File: config.mk
export PLATFORM = sky130hd
export DESIGN_NAME = systolic_sequencer
export DESIGN_NICKNAME = d
export VERILOG_FILES = /design/src/rtl/systolic_sequencer.sv
export SDC_FILE = /design/constraint.sdc
export NUM_CORES = 1
export LEC_CHECK = 0
export ABC_AREA = 1
export BUFFER_PORTS_ARGS = -buffer_cell sky130_fd_sc_hd__clkbuf_2
export CORE_MARGIN = 5
export CORE_UTILIZATION = 25
export DETAILED_ROUTE_END_ITERATION = 6
export PLACE_DENSITY_LB_ADDON = 0.12
export SLEW_MARGIN = 20
export SYNTH_ARGS = -nofsm -noshare
export SYNTH_HDL_FRONTEND = slang
export SYNTH_SLANG_ARGS = --single-unit
export TNS_END_PERCENT = 100
File: constraint.sdc
create_clock -name clk -period 23.3 [get_ports clk]
set_clock_uncertainty 0.1 [all_clocks]
set_input_delay 3.495 -clock clk [delete_from_list [all_inputs] [get_ports clk]]
set_output_delay 3.495 -clock clk [all_outputs]
set_load 0.05 [all_outputs]
File: src/rtl/systolic_sequencer.sv
// Job controller for an NxN output-stationary MAC array: clear, skewed operand streaming, drain.
// Latency: start accepted at T0 -> done at T0+K+2N+3 (k_len==0 -> done at T0+1).
// Backpressure: none; operand buffer answers rd_en a fixed cycle later, start ignored while busy.
//
// Ports:
//   clk, rst                   clock and asynchronous active-high reset
//   start, k_len               job request (sampled in IDLE only) and inner dimension K
//   busy, done                 job in progress / one-cycle completion pulse
//   rd_en, rd_addr             operand buffer read strobe and index k (0 when not reading)
//   rd_a, rd_b                 buffer data, valid the cycle after rd_en
//   a_edge, b_edge             skewed operands into the array west / north edges
//   array_load, array_clr      array accumulate enable / accumulator clear
//   c_capture                  array C outputs valid for collection

module systolic_sequencer #(
    parameter int DATA_WIDTH = 32,
    parameter int N          = 4,
    parameter int KW         = 8
) (
    input  logic                    clk,
    input  logic                    rst,
    input  logic                    start,
    input  logic [KW-1:0]           k_len,
    output logic                    busy,
    output logic                    done,
    output logic                    rd_en,
    output logic [KW-1:0]           rd_addr,
    input  logic [N*DATA_WIDTH-1:0] rd_a,
    input  logic [N*DATA_WIDTH-1:0] rd_b,
    output logic [N*DATA_WIDTH-1:0] a_edge,
    output logic [N*DATA_WIDTH-1:0] b_edge,
    output logic                    array_load,
    output logic                    array_clr,
    output logic                    c_capture
);

    localparam int CW = KW + 5;
    // Extra run cycles beyond K: N-1 lanes of skew plus N-1 hops to the far corner.
    localparam logic [CW-1:0] SKEW_SPAN = CW'(2 * N - 2);

    typedef enum logic [2:0] {
        S_IDLE,
        S_CLEAR,
        S_RUN,
        S_DRAIN,
        S_DONE
    } state_t;

    state_t          state_q, state_d;
    logic [CW-1:0]   cnt_q, cnt_d;
    logic [KW-1:0]   k_q, k_d;
    logic [CW-1:0]   target_q, target_d;
    logic            drain_q, drain_d;
    logic            rd_vld_q;

    always_ff @(posedge clk or posedge rst) begin
        if (rst) begin
            state_q  <= S_IDLE;
            cnt_q    <= '0;
            k_q      <= '0;
            target_q <= '0;
            drain_q  <= 1'b0;
            rd_vld_q <= 1'b0;
        end else begin
            state_q  <= state_d;
            cnt_q    <= cnt_d;
            k_q      <= k_d;
            target_q <= target_d;
            drain_q  <= drain_d;
            rd_vld_q <= rd_en;
        end
    end

    always_comb begin
        state_d  = state_q;
        cnt_d    = cnt_q;
        k_d      = k_q;
        target_d = target_q;
        drain_d  = drain_q;
        unique case (state_q)
            S_IDLE: begin
                if (start) begin
                    if (k_len != '0) begin
                        k_d      = k_len;
                        // Full-width sum, so a large K cannot wrap the end-of-run compare.
                        target_d = CW'(k_len) + SKEW_SPAN;
                        state_d  = S_CLEAR;
                    end else begin
                        state_d  = S_DONE;
                    end
                end
            end
            S_CLEAR: begin
                cnt_d   = '0;
                state_d = S_RUN;
            end
            S_RUN: begin
                if (cnt_q == target_q) begin
                    drain_d = 1'b0;
                    state_d = S_DRAIN;
                end else begin
                    cnt_d = cnt_q + 1'b1;
                end
            end
            S_DRAIN: begin
                if (drain_q) begin
                    drain_d = 1'b0;
                    state_d = S_DONE;
                end else begin
                    drain_d = 1'b1;
                end
            end
            S_DONE: begin
                state_d = S_IDLE;
            end
            default: begin
                state_d = S_IDLE;
            end
        endcase
    end

    // All controls decode from registered state, so reset forces them low immediately.
    assign busy       = (state_q != S_IDLE);
    assign done       = (state_q == S_DONE);
    assign array_clr  = (state_q == S_CLEAR);
    assign rd_en      = (state_q == S_RUN) && (cnt_q < CW'(k_q));
    assign rd_addr    = rd_en ? cnt_q[KW-1:0] : '0;
    // Load starts one cycle into RUN, when the first element reaches lane 0.
    assign array_load = (state_q == S_RUN) && (cnt_q != '0);
    assign c_capture  = (state_q == S_DRAIN) && drain_q;

    // Lane 0 forwards the buffer's registered output directly; lane i adds i stages.
    // Each stage carries a valid bit and invalid lanes drive zero (inert padding).
    for (genvar i = 0; i < N; i++) begin : g_lane
        if (i == 0) begin : g_direct
            assign a_edge[0 +: DATA_WIDTH] = rd_vld_q ? rd_a[0 +: DATA_WIDTH] : '0;
            assign b_edge[0 +: DATA_WIDTH] = rd_vld_q ? rd_b[0 +: DATA_WIDTH] : '0;
        end else begin : g_skew
            logic [DATA_WIDTH-1:0] a_sr_q [i];
            logic [DATA_WIDTH-1:0] b_sr_q [i];
            logic [i-1:0]          v_sr_q;

            always_ff @(posedge clk or posedge rst) begin
                if (rst) begin
                    for (int s = 0; s < i; s++) begin
                        a_sr_q[s] <= '0;
                        b_sr_q[s] <= '0;
                    end
                    v_sr_q <= '0;
                end else begin
                    a_sr_q[0] <= rd_a[i*DATA_WIDTH +: DATA_WIDTH];
                    b_sr_q[0] <= rd_b[i*DATA_WIDTH +: DATA_WIDTH];
                    v_sr_q[0] <= rd_vld_q;
                    for (int s = 1; s < i; s++) begin
                        a_sr_q[s] <= a_sr_q[s-1];
                        b_sr_q[s] <= b_sr_q[s-1];
                        v_sr_q[s] <= v_sr_q[s-1];
                    end
                end
            end

            assign a_edge[i*DATA_WIDTH +: DATA_WIDTH] = v_sr_q[i-1] ? a_sr_q[i-1] : '0;
            assign b_edge[i*DATA_WIDTH +: DATA_WIDTH] = v_sr_q[i-1] ? b_sr_q[i-1] : '0;
        end
    end

endmodule

==> impl_results.md <==
- Final period util: 33.30%
- Clock Path Buffers: 3
- Post-CTS Setup Repair Bufs: 0
- Pin count of the biggest net entering global routing: 182
- Sequential-to-total area share from yosys stat: 75.57%
- #FFs+latches synth: 421
- Drt first pass iters: 6
- Num CTS Buffers: 48
- Worst setup EP type: output port
- Tightest Pin Transition: 0.7625 ns
- GRT overflow: 0
- Vias/cell: 3.756
- YS warnings: 0
- Internal Dissipation: 0.001385 W
- CTS Sinks: 421
- Peak supply drop: 0.07432 mV
- Synth cell types: 31
- Worst Path Max Fanout: 1
- Post-synthesis instance total: 1243
- Tmin final: 7.760 ns
- GP Congestion: 0.9525
- Die X: 246.1 um
- # hold bufs at CTS: 0
- Post-route DRC violation count: 0
- CP required: 19.70 ns
- Static leakage: 11.40 nW
- Nets: 2079
- Clock share of power: 29.3%
- Area grow syn2layout: 36.57%
- Final setup fails: 0
- Hold crit path type: reg2reg
- Core area: 55200 sq um
- Root Driver: clkbuf_16
- Cts repair resizes: 0
- CTS tree: yes
- Startpoint Class: input pin
- Initial Util: 25.25%
- Fin area: 19040 sq um
- Die Area: 60580 sq um
- First-pass GRT wire length: 65.18 mm
- MaxCap Viol Count: 0
- Port bufs: 536
- Sw power: 0.001078 W
- Vias in the first global route: 10216
- Max Freq: 128.9 MHz
- H-tree Lvls: 2
- Via count: 9705
- Setup repair after global routing missed its margin: false
- Most common cell after layout, fill and taps aside: clkbuf_2
- Post-route ant nets: 0
- WL final: 43.92 mm
- DR iter-0 viols: 471
- Comb power frac: 37.6%
- CP arrival: 4.16 ns
- Final slew viol count: 0
- Outcome: finished clean
- Dpl hpwl: 33.04 mm
- Clock Latency Late Sink: 0.56 ns
- Relative slew slack: 49.16%
- DR WL/cell: 17.00 um
- Setup TNS: 0 ns
- Clock transition at path regs: 0.06 ns
- Most frequent cells in the layout: clkbuf_2, dfrtp_1, nand2_1
- Syn Nets: 1521
- Final-report hold violation count: 0
- Post-Syn Area per Cell: 11.22 sq um
- GRT Util Overall: 14.14%
- I/O pins: 537
- Layout cells sized above 1: 34.48%
- Die Ht: 246.1 um
- Sequential share of power: 33.1%
- Core Rows: 86
- Critical path class: in2out
- Initial antenna violation count: 8
- Switching fraction of total power: 43.77%
- PD cells: 129.4 nW/um^2
- Cell Area, Synth: 13940 sq um
- Placed Instance Area: 17480 sq um
-- logic make-up (layout without fill, tap and decap cells) --
logic type | count (synthesis) | count (layout) | synth area share, %
simple gates | 427 | 427 | 12.16
compound gates | 29 | 29 | 1.212
xor+xnor | 9 | 9 | 0.5655
flops | 421 | 421 | 75.57
buf+inv | 346 | 936 | 9.504
other cells | 0 | 3 | 0
fa+ha+maj | 11 | 11 | 0.9872
-- metal layers --
layer / wire [um] / part of all wire, % / global-route usage (%)
met1: 18420 / 42 / 18.61
met2: 20860 / 47 / 22.34
met3: 3482 / 7.9 / 4.730
met4: 1092 / 2.5 / 4.217
met5: 70 / 0.16 / 0
-- flip-flops by register name, summed over array words and instances (netlist names) --
| name | count |
|---|---|
| state_q | 3 |
| g_lane.g_skew.b_sr_q | 192 |
| target_q | 8 |
| rd_vld_q | 1 |
| k_q | 8 |
| g_lane.g_skew.a_sr_q | 192 |
| g_lane.g_skew.v_sr_q | 3 |
| cnt_q | 13 |
| drain_q | 1 |
-- per-stage QoR --
step                instances  util [%]  power (W)  setup WS, ns  hold WS [ns]
floorplan                1243         -   0.001511         7.985        0.2312
global placement         2498     31.66   0.001772         15.49        0.2312
detailed placement       2498     31.66   0.001772         15.51        0.2347
CTS                      2580     34.42   0.002515         15.51        0.2266
global route             2583     34.49   0.002604         15.46        0.2353
finish                   2584     34.49   0.002463         15.54        0.2282
-- final cells by class --
class	count	area [sq um]
fillers	5806	36160
flip-flops and latches	421	10540
repair buffers	544	2779
multi-input cells	476	2081
clock buffers	68	1346
inverters	310	1171
well taps	748	935.9
clock inverters	14	178.9
diodes	3	7.507
-- power by group through the flow --
stage / Clock, W / Combinational [W] / Sequential [W]
finish: 0.000722 / 0.000925 / 0.000816
detailed placement: 0 / 0.000943 / 0.000830
global route: 0.000783 / 0.000999 / 0.000822
global placement: 0 / 0.000944 / 0.000828
CTS: 0.000753 / 0.000945 / 0.000816
floorplan: 0 / 0.000692 / 0.000819
-- cells in the mapped netlist --
library cell  number  area, sq um
dfrtp_1          421        10540
nand2_1          345         1295
inv_1            306         1149
nor2_1            36        135.1
nand3_1           27        135.1
clkbuf_1          25        93.84
o21ai_0           14        70.07
ha_1              11        137.6
xor2_1             7        61.31
nor3_1             6        30.03
a21oi_1            4        20.02
buf_1              4        15.01
inv_2              4        15.01
buf_2              3        15.01
nand2_2            3        18.77
o211ai_1           3        22.52
o21ai_1            3        15.01
buf_4              2        15.01
buf_6              2        22.52
nand4_1            2        12.51
nor3_2             2        20.02
nor4_1             2        12.51
o21ai_2            2        17.52
xnor2_1            2        17.52
a21boi_0           1        7.510
a41oi_1            1        8.760
nand2_4            1        11.26
nor2_2             1        6.260
nor2_4             1        11.26
nor3b_1            1        7.510
o21bai_1           1        7.510
-- worst max-delay path, cell delays in order --
cell,delay (ns)
clkbuf_2,0.08
nand2_1,0.05
inv_1,0.20
clkbuf_2,0.32
-- path summary, 6_finish.rpt --
kind | from | endpoint | slack (ns) | depth (start not counted)
max | rd_a[27] | a_edge[27] | 15.54 | 4
min | g_lane[3].g_skew.a_sr_q[95] | g_lane[3].g_skew.a_sr_q[63] | 0.23 | 0
max reg2reg | cnt_q[0] | cnt_q[11] | 21.24 | 10
min reg2reg | g_lane[3].g_skew.a_sr_q[95] | g_lane[3].g_skew.a_sr_q[63] | 0.23 | 0
max in group asynchronous | rst | g_lane[3].g_skew.v_sr_q[0] | 18.50 | 4
min in group asynchronous | rst | g_lane[3].g_skew.b_sr_q[31] | 2.93 | 2
Note: power is estimated with default switching activity, not from simulation.
